**src/rtl/etc_accum_drain.sv**
```systemverilog
// Element-wise K-dimension reduction of 4x4 result tiles from etcEX, with a
// double-buffered drain that streams each finished tile out one row per cycle.
module etc_accum_drain #(
  parameter int W = 16
) (
  input  logic                     clk,
  input  logic                     rst,
  input  logic [3:0]               op,
  input  logic                     in_valid,
  output logic                     in_ready,
  input  logic                     in_last,
  input  logic [3:0][3:0][W-1:0]   in_tile,
  output logic                     out_valid,
  input  logic                     out_ready,
  output logic [1:0]               out_row,
  output logic                     out_last,
  output logic [3:0][W-1:0]        out_data,
  output logic                     busy
);

  localparam logic [3:0] OP_ADD = 4'b0000;
  localparam logic [3:0] OP_MAX = 4'b0001;
  localparam logic [3:0] OP_MIN = 4'b0010;
  localparam logic [3:0] OP_OR  = 4'b0011;

  function automatic logic [W-1:0] reduce_elem(input logic [3:0] sel,
                                               input logic [W-1:0] a,
                                               input logic [W-1:0] b);
    case (sel)
      OP_ADD:  return a + b;
      OP_MAX:  return (a > b) ? a : b;
      OP_MIN:  return (a < b) ? a : b;
      OP_OR:   return a | b;
      default: return a + b;
    endcase
  endfunction

  function automatic logic [3:0][3:0][W-1:0] reduce_tile(input logic [3:0] sel,
                                                          input logic [3:0][3:0][W-1:0] a,
                                                          input logic [3:0][3:0][W-1:0] b);
    logic [3:0][3:0][W-1:0] r;
    for (int i = 0; i < 4; i++)
      for (int j = 0; j < 4; j++)
        r[i][j] = reduce_elem(sel, a[i][j], b[i][j]);
    return r;
  endfunction

  logic [3:0][3:0][W-1:0] acc;
  logic [3:0][3:0][W-1:0] drain;
  logic [3:0][3:0][W-1:0] red;
  logic [3:0]             op_q;
  logic                   pending;
  logic                   first;
  logic                   accept;
  logic                   drain_free;
  logic                   load_new;
  logic                   load_pend;

  assign in_ready   = !pending;
  assign accept     = in_valid && in_ready;
  // The drain buffer counts as free in the cycle its last row is taken.
  assign drain_free = !out_valid || (out_ready && (out_row == 2'd3));
  assign load_new   = accept && in_last && drain_free;
  assign load_pend  = pending && drain_free;

  always_comb begin
    red = first ? in_tile : reduce_tile(op_q, acc, in_tile);
  end

  always_ff @(posedge clk) begin
    if (rst) begin
      acc       <= '0;
      drain     <= '0;
      op_q      <= OP_ADD;
      pending   <= 1'b0;
      first     <= 1'b1;
      out_valid <= 1'b0;
      out_row   <= 2'd0;
    end else begin
      // Accumulate stage: op is latched only on the first tile of a group.
      if (accept) begin
        if (first) op_q <= op;
        if (in_last) begin
          first <= 1'b1;
          if (!drain_free) begin
            acc     <= red;
            pending <= 1'b1;
          end
        end else begin
          acc   <= red;
          first <= 1'b0;
        end
      end
      // Drain stage: a reload takes priority over stepping the row index.
      if (load_new || load_pend) begin
        drain     <= load_new ? red : acc;
        out_valid <= 1'b1;
        out_row   <= 2'd0;
        if (load_pend) pending <= 1'b0;
      end else if (out_valid && out_ready) begin
        if (out_row == 2'd3) begin
          out_valid <= 1'b0;
          out_row   <= 2'd0;
        end else begin
          out_row <= out_row + 2'd1;
        end
      end
    end
  end

  assign out_data = drain[out_row];
  assign out_last = (out_row == 2'd3);
  assign busy     = !first || pending || out_valid;

endmodule

```
**config.mk**
```make
export PLATFORM = sky130hd
export DESIGN_NAME = etc_accum_drain
export DESIGN_NICKNAME = d
export VERILOG_FILES = /design/src/rtl/etc_accum_drain.sv
export SDC_FILE = /design/constraint.sdc
export NUM_CORES = 2
export LEC_CHECK = 0
export BUFFER_PORTS_ARGS = -buffer_cell sky130_fd_sc_hd__buf_2
export CORE_MARGIN = 2
export CORE_UTILIZATION = 40
export CTS_BUF_LIST = sky130_fd_sc_hd__clkbuf_4 sky130_fd_sc_hd__clkbuf_8
export DETAILED_ROUTE_END_ITERATION = 8
export SLEW_MARGIN = 20
export SYNTH_ARGS = -nofsm -noshare
export SYNTH_HDL_FRONTEND = slang
export SYNTH_SLANG_ARGS = --single-unit
```
**constraint.sdc**
```tcl
create_clock -name clk -period 3.15 [get_ports clk]
set_input_delay 0.315 -clock clk [delete_from_list [all_inputs] [get_ports clk]]
set_output_delay 0.315 -clock clk [all_outputs]
set_load 0.05 [all_outputs]
```
==> flow_metrics.env <==
export IMPL_status="complete, but fails checks"
export IMPL_failed_checks="antenna violations"
export IMPL_grt_pass1_wl_um=361500
export IMPL_cp_arrival_ps=3810
export IMPL_drt_total_wl_um=247900
export IMPL_grt_util_met3_pct=7.545
export IMPL_synthTopCellsByArea="dfxtp_1 (20%), ha_1 (18%), a21oi_1 (6.2%)"
export IMPL_path_common_cell="or3_4"
export IMPL_die_h_um=368.5
export IMPL_fin_crit_ps=3132
export IMPL_final_util_pct=55.23
export IMPL_grt_max_degree=107
export IMPL_fin_tns_setup_ps=0
export IMPL_slew_viol_final=0
export IMPL_internal_power_uw=16460
export IMPL_rsz0062_at_grt="yes"
export IMPL_synth_nets=7919
export IMPL_dpl_instance_area_um2=65790
export IMPL_final_antenna_net_count=1
export IMPL_use_met1_pct=48.11
export IMPL_finClkSkew_ps=70.62
export IMPL_syn_area_per_cell_um2=7.717
export IMPL_cts_htree_levels=3
export IMPL_grt_antenna_before_repair=37
export IMPL_clock_sinks=521
export IMPL_powerDensity_nw_per_um2=370.7
export IMPL_crit_chain="inv_2 -> ha_4 -> or3_4 -> or4b_4 -> or3_4 -> inv_4 -> nor2_4 -> a22oi_2 -> nor2_2 -> a222oi_1 -> buf_4 -> a21oi_1"
export IMPL_hpwlAfterDp_um=179200
export IMPL_cp_required_ps=3820
export IMPL_core_um2=131600
export IMPL_synth_edf_count=0
export IMPL_clk_pin_slew_ps=60
export IMPL_synth_top_area_cell="dfxtp_1"
export IMPL_gp_congestion=0.9928
export IMPL_overflow=0
export IMPL_rows=133
export IMPL_ys_warn_count=0
export IMPL_cts_buffer_depth=3
export IMPL_cts_tree="yes"
export IMPL_most_common_layout_cells="buf_4 (1225), ha_1 (709), a21oi_1 (635)"
export IMPL_mostFrequentLayoutCell="buf_4"
export IMPL_end_kind="register"
export IMPL_leakagePower_uw=0.03312
export IMPL_chipWidth_um=368.5
export IMPL_nets=9443
export IMPL_track_usage_pct=34.51
export IMPL_port_buffer_count=334
export IMPL_synth_async_reset_ratio_pct=0
export IMPL_power_uw=26950
export IMPL_critPathKind="reg -> reg"
export IMPL_clkPwrFrac_pct=30.1
export IMPL_drive_gt1_share_pct=27.44
export IMPL_maxCapViolations=0
export IMPL_swShare_pct=38.91
export IMPL_worst_pin_slew_ps=1275
export IMPL_crit_slowest_cell="or4b_4"
export IMPL_ys_ff_latch=521
export IMPL_cp_start_kind="register"
export IMPL_syn_inst=6885
export IMPL_yosys_most_used_dff="dfxtp_1"
export IMPL_ir_drop_mv=0.3130
export IMPL_pin_count=335
export IMPL_dieArea_um2=135800
export IMPL_busiest_layer="met2"
export IMPL_grt_pass1_vias=57700
export IMPL_cts_buffers=105
export IMPL_clock_latency_ps=870
export IMPL_fin_crit_sh_pct=99.42
export IMPL_area_growth_pct=36.82
export IMPL_met2_usage_pct=51.43
export IMPL_syn_cell_area_um2=53130
export IMPL_cts_root_buf="clkbuf_8"
export IMPL_p_seq_share_pct=27.8
export IMPL_hold_viol=0
export IMPL_slowest_delay_ps=570
export IMPL_crit_fanout=7
export IMPL_p_comb_share_pct=42.1
export IMPL_yosysSeqAreaShare_pct=19.63
export IMPL_start_util_pct=40.36
export IMPL_synth_top_area_share_pct=19.63
export IMPL_firstDrtPassIters=6
export IMPL_setup_viol=0
export IMPL_num_vias=61580
export IMPL_maxSlewHeadroom_pct=14.72
export IMPL_final_area_um2=72690
export IMPL_holdWs_ps=13.29
export IMPL_fmax_ghz=0.3193
export IMPL_crit_family="simple AND/OR/NAND/NOR gates"
export IMPL_crit_buf_inv=3
export IMPL_wl_per_cell_um=24.18
export IMPL_min_path_type="in -> reg"
export IMPL_detail_route_iter0_violations=6622
export IMPL_viasPerCell=6.005
export IMPL_netSwitchingPower_uw=10480
export IMPL_ys_types=106
export IMPL_drc=0
==> metrics by stage <==
step / instances / setup slack, ps
after floorplan: 6885 / 21.94
after global placement: 9803 / -582.7
after detailed placement: 9803 / -584.9
after CTS: 10200 / -0.05684
after global routing: 10250 / -100.6
final: 10250 / 18.30
==> worst reg2reg max path, cell delays in order, from the launching register on <==
cell	delay, ps
dfxtp_2	340
inv_2	60
ha_4	230
or3_4	400
or4b_4	570
or3_4	380
inv_4	90
nor2_4	70
a22oi_2	170
nor2_2	80
a222oi_1	360
buf_4	180
a21oi_1	70
==> cell families after synthesis <==
logic type	Yosys count	share of synthesized area (%)
xor gates and xnor gates	163	2.687
adders and majority gates	769	18.34
muxes	275	6.712
and+or+nand+nor	1470	12.93
buffers and inverters	1069	7.710
AOI/OAI and AO/OA	2618	31.99
DFF	521	19.63
==> worst paths after layout <==
check	to	slack [ps]	from	cells past startpoint
worst min register to register	drain[138]$_SDFFE_PP0N_	450	drain[138]$_SDFFE_PP0N_	1
worst max-delay path	drain[119]$_SDFFE_PP0N_	20	acc[127]$_SDFFE_PP0P_	12
worst min-delay path	acc[141]$_SDFFE_PP0P_	10	in_tile[141]	4
worst max register to register	drain[119]$_SDFFE_PP0N_	20	acc[127]$_SDFFE_PP0P_	12
==> cell usage after synthesis, types with 64 or more instances <==
master    count
o221ai_1     66
a31oi_1      78
o21ai_0     643
dfxtp_1     521
a21o_1       83
o31ai_1      80
mux2i_1     201
nor3_1      137
a211oi_1     94
nand3_1     105
o22ai_1     119
nor2_1      524
nand2_1     385
inv_1       633
clkbuf_1    342
ha_1        753
a221oi_1     64
a22oi_1     160
a21oi_1     662
xnor2_1     111
mux4_2       64
==> per-layer routing <==
layer  wire length (um)  vias up  part of all wire [%]
met3              26980      574                    11
li1                   -    28250                     -
met1             107200    29540                    43
met2             103400     3188                    42
met5                168        -                 0.068
met4              10200       26                   4.1
==> flip-flops by register name (all words and copies together), names as in the netlist <==
| signal | cells |
|---|---|
| op_q | 4 |
| out_valid | 1 |
| first | 1 |
| pending | 1 |
| acc | 256 |
| out_row | 2 |
| drain | 256 |
==> cell type report <==
class	count	area, um2
multi-input combinational	5295	40790
fill	12270	58940
timing repair buffer	1851	14500
tap	1755	2196
clock buffer	151	1947
antenna	11	27.53
inverter	635	2401
clock inverter	35	346.6
sequential	521	10480
==> power groups by stage <==
| stage | clock network, uW | registers (uW) | logic [uW] |
|---|---|---|---|
| final | 8110 | 7480 | 11400 |
| after global routing | 8400 | 7510 | 12200 |
| after CTS | 8150 | 7450 | 10500 |
| after detailed placement | 0 | 7590 | 10200 |
| after global placement | 0 | 7570 | 10100 |
| after floorplan | 0 | 7520 | 5720 |
==> what timing repair did <==
action,4_1_cts,5_1_grt
gates cloned,0,4
endpoints found under the hold margin,353,0
setup endpoints to repair,150,379
pin swaps,6,106
gates resized for setup,48,405
buffers inserted,12,40
hold buffers,200,0
Power figures use the tool's default switching activity.
